## src/rtl/multicycle_control_unit.sv

```systemverilog
`default_nettype none
// ============================================================================
//  Module      : multicycle_control_unit
//  Description : Moore-FSM controller for a multi-cycle RISC-V datapath.
//                Sequences fetch/decode/execute/memory/writeback with a
//                memory wait-state handshake, optional BNE, an illegal-opcode
//                trap pulse and a retired-instruction counter.
//  Revision    : 1.0 - initial release
// ============================================================================
module multicycle_control_unit #(
    parameter int unsigned CNT_W   = 32,
    parameter logic        WAIT_EN = 1'b1,
    parameter logic        BNE_EN  = 1'b1
) (
    input  logic             clk,
    input  logic             rst,
    input  logic [6:0]       Op,
    input  logic [2:0]       funct3,
    input  logic [6:0]       funct7,
    input  logic             Zero,
    input  logic             MemReady,
    output logic             PCWrite,
    output logic             AdrSrc,
    output logic             MemWrite,
    output logic             IRWrite,
    output logic             RegWrite,
    output logic [1:0]       ResultSrc,
    output logic [1:0]       ALUSrcA,
    output logic [1:0]       ALUSrcB,
    output logic [1:0]       ImmSrc,
    output logic [2:0]       ALUControl,
    output logic             IllegalOp,
    output logic [CNT_W-1:0] Retired
);

    localparam logic [6:0] c_OP_LOAD   = 7'b0000011;
    localparam logic [6:0] c_OP_STORE  = 7'b0100011;
    localparam logic [6:0] c_OP_RTYPE  = 7'b0110011;
    localparam logic [6:0] c_OP_ITYPE  = 7'b0010011;
    localparam logic [6:0] c_OP_JAL    = 7'b1101111;
    localparam logic [6:0] c_OP_BRANCH = 7'b1100011;

    typedef enum logic [3:0] {
        S_FETCH    = 4'd0,
        S_DECODE   = 4'd1,
        S_MEMADR   = 4'd2,
        S_MEMREAD  = 4'd3,
        S_MEMWB    = 4'd4,
        S_MEMWRITE = 4'd5,
        S_EXECUTER = 4'd6,
        S_EXECUTEI = 4'd7,
        S_ALUWB    = 4'd8,
        S_JAL      = 4'd9,
        S_BRANCH   = 4'd10
    } state_t;

    state_t           state_q, state_d;
    logic             illegal_q, illegal_d;
    logic [CNT_W-1:0] retired_q, retired_d;

    logic       w_rdy;
    logic       w_pc_update;
    logic       w_branch;
    logic       w_mem_write;
    logic       w_ir_write;
    logic       w_reg_write;
    logic       w_retire;
    logic       w_bne;
    logic [1:0] w_alu_op;
    logic       w_unused_funct7;

    // Only funct7[5] matters for the ALU decode.
    assign w_unused_funct7 = ^{funct7[6], funct7[4:0]};

    // With wait states disabled the memory is treated as always ready.
    assign w_rdy = MemReady | ~WAIT_EN;
    assign w_bne = BNE_EN & (funct3 == 3'b001);

    // State, trap pulse and retire counter registers.
    always_ff @(posedge clk or negedge rst) begin
        if (!rst) begin
            state_q   <= S_FETCH;
            illegal_q <= 1'b0;
            retired_q <= '0;
        end else begin
            state_q   <= state_d;
            illegal_q <= illegal_d;
            retired_q <= retired_d;
        end
    end

    // Next-state and Moore outputs; every instruction that completes returns to FETCH.
    always_comb begin
        state_d     = state_q;
        illegal_d   = 1'b0;
        w_retire    = 1'b0;
        w_pc_update = 1'b0;
        w_branch    = 1'b0;
        w_mem_write = 1'b0;
        w_ir_write  = 1'b0;
        w_reg_write = 1'b0;
        w_alu_op    = 2'b00;
        AdrSrc      = 1'b0;
        ResultSrc   = 2'b00;
        ALUSrcA     = 2'b00;
        ALUSrcB     = 2'b00;
        case (state_q)
            S_FETCH: begin
                w_ir_write  = w_rdy;
                w_pc_update = w_rdy;
                ALUSrcB     = 2'b10;
                ResultSrc   = 2'b10;
                if (w_rdy) state_d = S_DECODE;
            end
            S_DECODE: begin
                ALUSrcA = 2'b01;
                ALUSrcB = 2'b01;
                case (Op)
                    c_OP_LOAD, c_OP_STORE: state_d = S_MEMADR;
                    c_OP_RTYPE:            state_d = S_EXECUTER;
                    c_OP_ITYPE:            state_d = S_EXECUTEI;
                    c_OP_JAL:              state_d = S_JAL;
                    c_OP_BRANCH:           state_d = S_BRANCH;
                    default: begin
                        state_d   = S_FETCH;
                        illegal_d = 1'b1;
                    end
                endcase
            end
            S_MEMADR: begin
                ALUSrcA = 2'b10;
                ALUSrcB = 2'b01;
                state_d = Op[5] ? S_MEMWRITE : S_MEMREAD;
            end
            S_MEMREAD: begin
                AdrSrc = 1'b1;
                if (w_rdy) state_d = S_MEMWB;
            end
            S_MEMWB: begin
                ResultSrc   = 2'b01;
                w_reg_write = 1'b1;
                w_retire    = 1'b1;
                state_d     = S_FETCH;
            end
            S_MEMWRITE: begin
                AdrSrc      = 1'b1;
                w_mem_write = 1'b1;
                if (w_rdy) begin
                    w_retire = 1'b1;
                    state_d  = S_FETCH;
                end
            end
            S_EXECUTER: begin
                ALUSrcA  = 2'b10;
                w_alu_op = 2'b10;
                state_d  = S_ALUWB;
            end
            S_EXECUTEI: begin
                ALUSrcA  = 2'b10;
                ALUSrcB  = 2'b01;
                w_alu_op = 2'b10;
                state_d  = S_ALUWB;
            end
            S_ALUWB: begin
                w_reg_write = 1'b1;
                w_retire    = 1'b1;
                state_d     = S_FETCH;
            end
            S_JAL: begin
                ALUSrcA     = 2'b01;
                ALUSrcB     = 2'b10;
                w_pc_update = 1'b1;
                state_d     = S_ALUWB;
            end
            S_BRANCH: begin
                ALUSrcA  = 2'b10;
                w_alu_op = 2'b01;
                w_branch = 1'b1;
                w_retire = 1'b1;
                state_d  = S_FETCH;
            end
            default: state_d = S_FETCH;
        endcase
    end

    // Counter advances on each completed instruction and wraps naturally.
    assign retired_d = w_retire ? retired_q + {{(CNT_W-1){1'b0}}, 1'b1} : retired_q;

    // ALU operation decode from ALUOp and the instruction function fields.
    always_comb begin
        ALUControl = 3'b000;
        case (w_alu_op)
            2'b01:   ALUControl = 3'b001;
            2'b10: begin
                case (funct3)
                    3'b000:  ALUControl = (Op[5] & funct7[5]) ? 3'b001 : 3'b000;
                    3'b010:  ALUControl = 3'b101;
                    3'b110:  ALUControl = 3'b011;
                    3'b111:  ALUControl = 3'b010;
                    default: ALUControl = 3'b000;
                endcase
            end
            default: ALUControl = 3'b000;
        endcase
    end

    // Immediate format follows the opcode regardless of state.
    always_comb begin
        case (Op)
            c_OP_STORE:  ImmSrc = 2'b01;
            c_OP_BRANCH: ImmSrc = 2'b10;
            c_OP_JAL:    ImmSrc = 2'b11;
            default:     ImmSrc = 2'b00;
        endcase
    end

    // Enables are held off for as long as reset is asserted.
    assign PCWrite   = rst & (w_pc_update | (w_branch & (Zero ^ w_bne)));
    assign MemWrite  = rst & w_mem_write;
    assign IRWrite   = rst & w_ir_write;
    assign RegWrite  = rst & w_reg_write;
    assign IllegalOp = illegal_q;
    assign Retired   = retired_q;

endmodule
`default_nettype wire

```

## config.mk

```make
export PLATFORM = sky130hd
export DESIGN_NAME = multicycle_control_unit
export DESIGN_NICKNAME = d
export VERILOG_FILES = /design/src/rtl/multicycle_control_unit.sv
export SDC_FILE = /design/constraint.sdc
export NUM_CORES = 1
export LEC_CHECK = 0
export CAP_MARGIN = 25
export CORE_MARGIN = 10
export CORE_UTILIZATION = 40
export CTS_CLUSTER_DIAMETER = 80
export DETAILED_ROUTE_END_ITERATION = 8
export PLACE_DENSITY = 0.71
export SLEW_MARGIN = 0
export SYNTH_ARGS = -nofsm -noshare
export SYNTH_HDL_FRONTEND = slang
export SYNTH_SLANG_ARGS = --single-unit
```

## constraint.sdc

```tcl
create_clock -name clk -period 2.8 [get_ports clk]
set_input_delay 0.56 -clock clk [delete_from_list [all_inputs] [get_ports clk]]
set_output_delay 0.56 -clock clk [all_outputs]
set_load 0.05 [all_outputs]
```

# Yosys cells after proc, flatten, opt, wreduce, memory -nomap -nowiden
# Index checks and enable logic that the tools add are counted.
[totals]
elab_cells = 75
ff_bits = 37
memories = 0
latch_bits = 0
input_bits = 21
rom_bits = 0
ram_bits = 0
out_inout_bits = 49
[op_classes]
reduce_logical = 14
shifts = 0
div = 0
eq_ne = 25
magnitude_cmp = 0
mux = 24
multipliers = 0
bitwise_logic = 8
add_sub_neg = 1
[ops]
columns = ["op", "count"]
rows = [
  ["32-bit by 1-bit adder with 32-bit output, second input constant", 1],
  ["4-bit case mux with 6 select lines", 1],
  ["4-bit case mux with 5 select lines", 1],
  ["4-bit by 3-bit equality test with 1-bit output, second input constant", 4],
  ["2-bit case mux with 2 select lines", 4],
  ["7-bit by 6-bit equality test with 1-bit output, second input constant", 2],
  ["7-bit equality test, second input constant", 2],
  ["4-bit equality test, second input constant", 3],
  ["4-bit 2-to-1 mux", 3],
  ["3-bit case mux with 4 select lines", 1],
  ["2-bit OR reduction", 6],
  ["1-bit 2-to-1 mux", 9],
  ["3-bit OR reduction", 3],
  ["4-bit by 2-bit equality test with 1-bit output, second input constant", 2],
  ["7-bit by 2-bit equality test with 1-bit output, second input constant", 1],
  ["7-bit by 5-bit equality test with 1-bit output, second input constant", 1],
  ["1-bit AND", 6],
  ["3-bit equality test, second input constant", 2],
  ["2-bit inequality test, second input constant", 3],
  ["2-bit case mux with 3 select lines", 1],
  ["3-bit case mux with 2 select lines", 1],
  ["6-bit OR reduction", 1],
  ["4-bit by 1-bit equality test with 1-bit output, second input constant", 1],
  ["4-bit logical NOT", 1],
  ["11 further kinds", 12],
]

# Depth between registers and ports, before layout
[logic_depth]
ltp_word = 5
ltp_mapped = 8
ltp_nobuf = 7

# Worst setup path before layout
# No wires, ideal clock.
[synth_path]
path_kind = "register to output"
startpoint = "register state_q[3]"
endpoint = "output ALUControl[2]"
arrival_ns = 2.980
n_path_buf = 2
path_stages_with_launch = 8
slack_ns = -0.740
t_required_ns = 2.240
path_cell_list = "dfrtp_1 -> clkbuf_1 -> clkbuf_1 -> nor2_1 -> nand2_1 -> inv_1 -> ha_1 -> nor4_1"
[synth_between]
elab_chain_len = 5
elab_cells_between_ends = 8
classes_between = "5 x eq/ne; 2 x mux; 1 x reduce/logical"
[synth_rtl]
columns = ["element", "line", "source"]
rows = [
  ["from (decl)", "57", "state_t state_q, state_d;"],
  ["from (signal assigned)", "86", "state_q <= state_d;"],
  ["4-bit by 3-bit equality test with 1-bit output", "107", "case (state_q)"],
  ["2-bit OR reduction (no line)", "--", ""],
  ["2-bit case mux with 2 select lines *", "107", ""],
  ["2-bit equality test or 2-bit by 1-bit equality test with 1-bit output (tied branches)", "192", "case (w_alu_op)"],
  ["3-bit case mux with 2 select lines *", "192", ""],
  ["to (decl)", "31", "output logic [2:0] ALUControl,"],
]
# Every way passes the cells marked *; elsewhere a longest branch is shown, timed or not.

# Worst setup path in the final report
[layout_path]
startpoint = "input funct3[0]"
endpoint = "output PCWrite"
[layout_between]
elab_chain_len = 5
[layout_rtl]
columns = ["element", "line", "source"]
rows = [
  ["from (decl)", "18", "input logic [2:0] funct3,"],
  ["3-bit by 1-bit equality test with 1-bit output", "77", "assign w_bne = BNE_EN & (funct3 == 3'b001);"],
  ["1-bit XOR", "218", "assign PCWrite = rst & (w_pc_update | (w_branch & (Zero ^ w_bne)));"],
  ["1-bit AND", "218", ""],
  ["1-bit bitwise OR", "218", ""],
  ["1-bit AND", "218", ""],
  ["to (decl)", "22", "output logic PCWrite,"],
]
# No other way between the ends.

==> results.json <==
{
  "grt_setup_unrepaired": "no",
  "numCtsBuffers": 5,
  "vias_per_cell": 5.351,
  "holdCritPathClass": "in2async",
  "ys_seq_area_share_pct": 43.30,
  "required_ns": 2.24,
  "cts.sinks": 37,
  "place_congestion": 0.8243,
  "p_total_uw": 1837,
  "dr_total_vias": 1937,
  "cts-hold-fix-buffers": 0,
  "grt_pass1_wl_mm": 9.439,
  "worst_pin_slew_ns": 0.8003,
  "maxSlewHeadroom_pct": 46.15,
  "post-dp-hpwl_mm": 4.189,
  "die_x_um": 93.12,
  "cts_tree": "done",
  "core_mm2": 0.005140,
  "netlist_area_mm2": 0.002138,
  "cp-start-kind": "input pin",
  "fp.dieH_um": 93.12,
  "syn_to_final_growth_pct": 46.40,
  "synth_edf_count": 0,
  "cellLeakagePower_uw": 0.001255,
  "ys_types": 42,
  "first_pass_iters": 4,
  "fin_skew_ns": 0.003135,
  "drcViolationCount": 0,
  "start_util_pct": 41.60,
  "cp-end-kind": "output pin",
  "synthTopCellsByArea": "dfrtp_1 (43%), xnor2_1 (12%), nand4_1 (4.7%)",
  "vdd_ir_drop_max_mv": 0.5505,
  "root_buffer": "clkbuf_8",
  "grt_overflow": 0,
  "cts_max_level": 2,
  "grtUsageTotal_pct": 12.92,
  "syn_inst": 218,
  "synth_most_common_cell": "dfrtp_1",
  "cts.reportedPaths.clkPinSlew_ns": 0.07,
  "port_buffers": 63,
  "synth_warnings": 0,
  "path_cells": "clkdlybuf4s50_1 > nor3b_2 > xor2_1 > a311oi_1 > nor4bb_2 > buf_12",
  "wl_mm": 5.517,
  "clock_latency_ns": 0.29,
  "async_flop_share_pct": 100.0,
  "hold_viol": 0,
  "finalSetupViolCount": 0,
  "yosysTopAreaCellShare_pct": 43.30,
  "syn-mean-instance-area_um2": 9.809,
  "critPathTopFamily": "buffers and inverters",
  "drive_gt1_share_pct": 17.12,
  "synth_top_area_cell": "dfrtp_1",
  "syn-num-nets": 242,
  "max_clock_freq_mhz": 376.1,
  "diodes": 0,
  "ioPinCount": 70,
  "yosys-top-cells-count": "dfrtp_1 (37), xnor2_1 (30), nand2_1 (17)",
  "dieArea_mm2": 0.008670,
  "row_count": 26,
  "grt_pass1_vias": 1967,
  "crit_fanout": 2,
  "wl_per_cell_um": 15.24,
  "crit_path_max_incr_delay_ns": 0.47,
  "dp_cells": 355,
  "slowest_stage": "clkdlybuf4s50_1",
  "ys_seq_elements": 37,
  "antenna_found_initial": 0,
  "maxSlewViolCount": 0,
  "ant_nets": 0,
  "grt_max_degree": 37,
  "status": "completed",
  "powerDensity_mw_per_mm2": 586.8,
  "min_period_ns": 2.659,
  "fin_crit_sh_pct": 94.96,
  "path_class": "in2out",
  "critPathArrivalTime_ns": 2.10,
  "cap_viol_max_count": 0,
  "fin_cells": 362,
  "drt_iter0_drc": 81,
  "cp_num_buf_inv": 2,
  "nets": 316,
  "synth-main-ff-cell": "dfrtp_1",
  "cts_max_path_buffers": 2
}
layout make-up:
| class | instances | area [um2] |
|---|---|---|
| Fill cell | 469 | 2009 |
| Clock inverter | 1 | 7.507 |
| Inverter | 10 | 37.54 |
| Sequential cell | 37 | 925.9 |
| Tap cell | 70 | 87.58 |
| Clock buffer | 6 | 82.58 |
| Timing Repair Buffer | 76 | 833.3 |
| Multi-Input combinational cell | 162 | 1156 |
registers in the layout, indices dropped and copies added (netlist names):
signal	count
IllegalOp	1
Retired	32
state_q	4
metal layers:
metal	routed length [um]	vias up	track usage, %
li1	-	942	-
met1	2418	928	16.02
met2	2544	62	20.15
met3	490	5	5.516
met4	63	0	3.342
met5	0	-	0
metrics by stage:
step | setup WS, ns | cell area, um2 | utilization [%] | TNS (ns) | hold slack [ns]
after floorplan | -0.1897 | 2163 | - | -0.4024 | 0.2644
after global placement | 0.07207 | 3035 | 59.06 | 0 | 0.3738
after detailed placement | 0.07830 | 3035 | 59.06 | 0 | 0.3771
after CTS | 0.07256 | 3126 | 60.81 | 0 | 0.06529
after global routing | 0.02303 | 3131 | 60.91 | 0 | 0.06354
final | 0.1412 | 3131 | 60.91 | 0 | 0.07054
worst paths after layout:
| check | startpoint | end | slack, ns | depth (start not counted) |
|---|---|---|---|---|
| min in group clk | Retired[31]$_DFFE_PN0P_ | Retired[31]$_DFFE_PN0P_ | 0.48 | 1 |
| max | funct3[0] | PCWrite | 0.14 | 6 |
| max reg2reg | state_q[3]$_DFFE_PN0P_ | Retired[27]$_DFFE_PN0P_ | 0.73 | 6 |
| min | rst | state_q[3]$_DFFE_PN0P_ | 0.07 | 1 |
| max in group asynchronous | rst | Retired[1]$_DFFE_PN0P_ | 2.09 | 2 |
| min reg2reg | Retired[31]$_DFFE_PN0P_ | Retired[31]$_DFFE_PN0P_ | 0.48 | 1 |
worst reg2reg max path: cells and delay by family (launching register included):
family                 cells  cell delay (ns)
flip-flops                 1             0.45
AO/OA/AOI/OAI              1             0.21
buffers and inverters      2             0.38
AND/OR/NAND/NOR            2             0.74
XOR/XNOR                   1             0.17
cell usage in the layout, fill, tap and decap left out, drive strengths merged, types with 2 or more instances in the layout:
cell type,n
a21o,2
a21oi,2
a31oi,3
and3,7
buf,30
clkbuf,6
clkdlybuf4s50,46
dfrtp,37
ha,3
inv,10
nand2,17
nand2b,3
nand3,14
nand4,16
nand4b,5
nor2,11
nor3,9
nor3b,2
nor4,7
nor4b,2
o21ai,3
o21bai,2
or3,2
or3b,2
or4b,2
xnor2,30
xor2,5
where the power goes:
group	internal [uW]	switching (uW)	total, uW	leakage, uW
combinational	299	523	822	0.000710
clock	194	188	382	0.0000433
sequential	582	51.0	633	0.000502
total	1080	762	1840	0.00126
repair_timing:
item | in CTS | in global routing
resized for setup | 0 | 1
endpoints found under the hold margin | 0 | 0
setup endpoints to repair | 0 | 1
buffers inserted | 0 | 0
cell families (layout without fill, tap and decap cells):
group | count (synthesis) | count (layout) | synth area share [%]
xor+xnor | 35 | 35 | 14.34
simple gates | 103 | 103 | 28.03
buf+inv | 19 | 93 | 4.038
fa+ha+maj | 3 | 3 | 1.756
compound gates | 20 | 20 | 8.017
flops | 37 | 37 | 43.30
mux | 1 | 1 | 0.5266
Note: power is estimated with default switching activity, not from simulation.
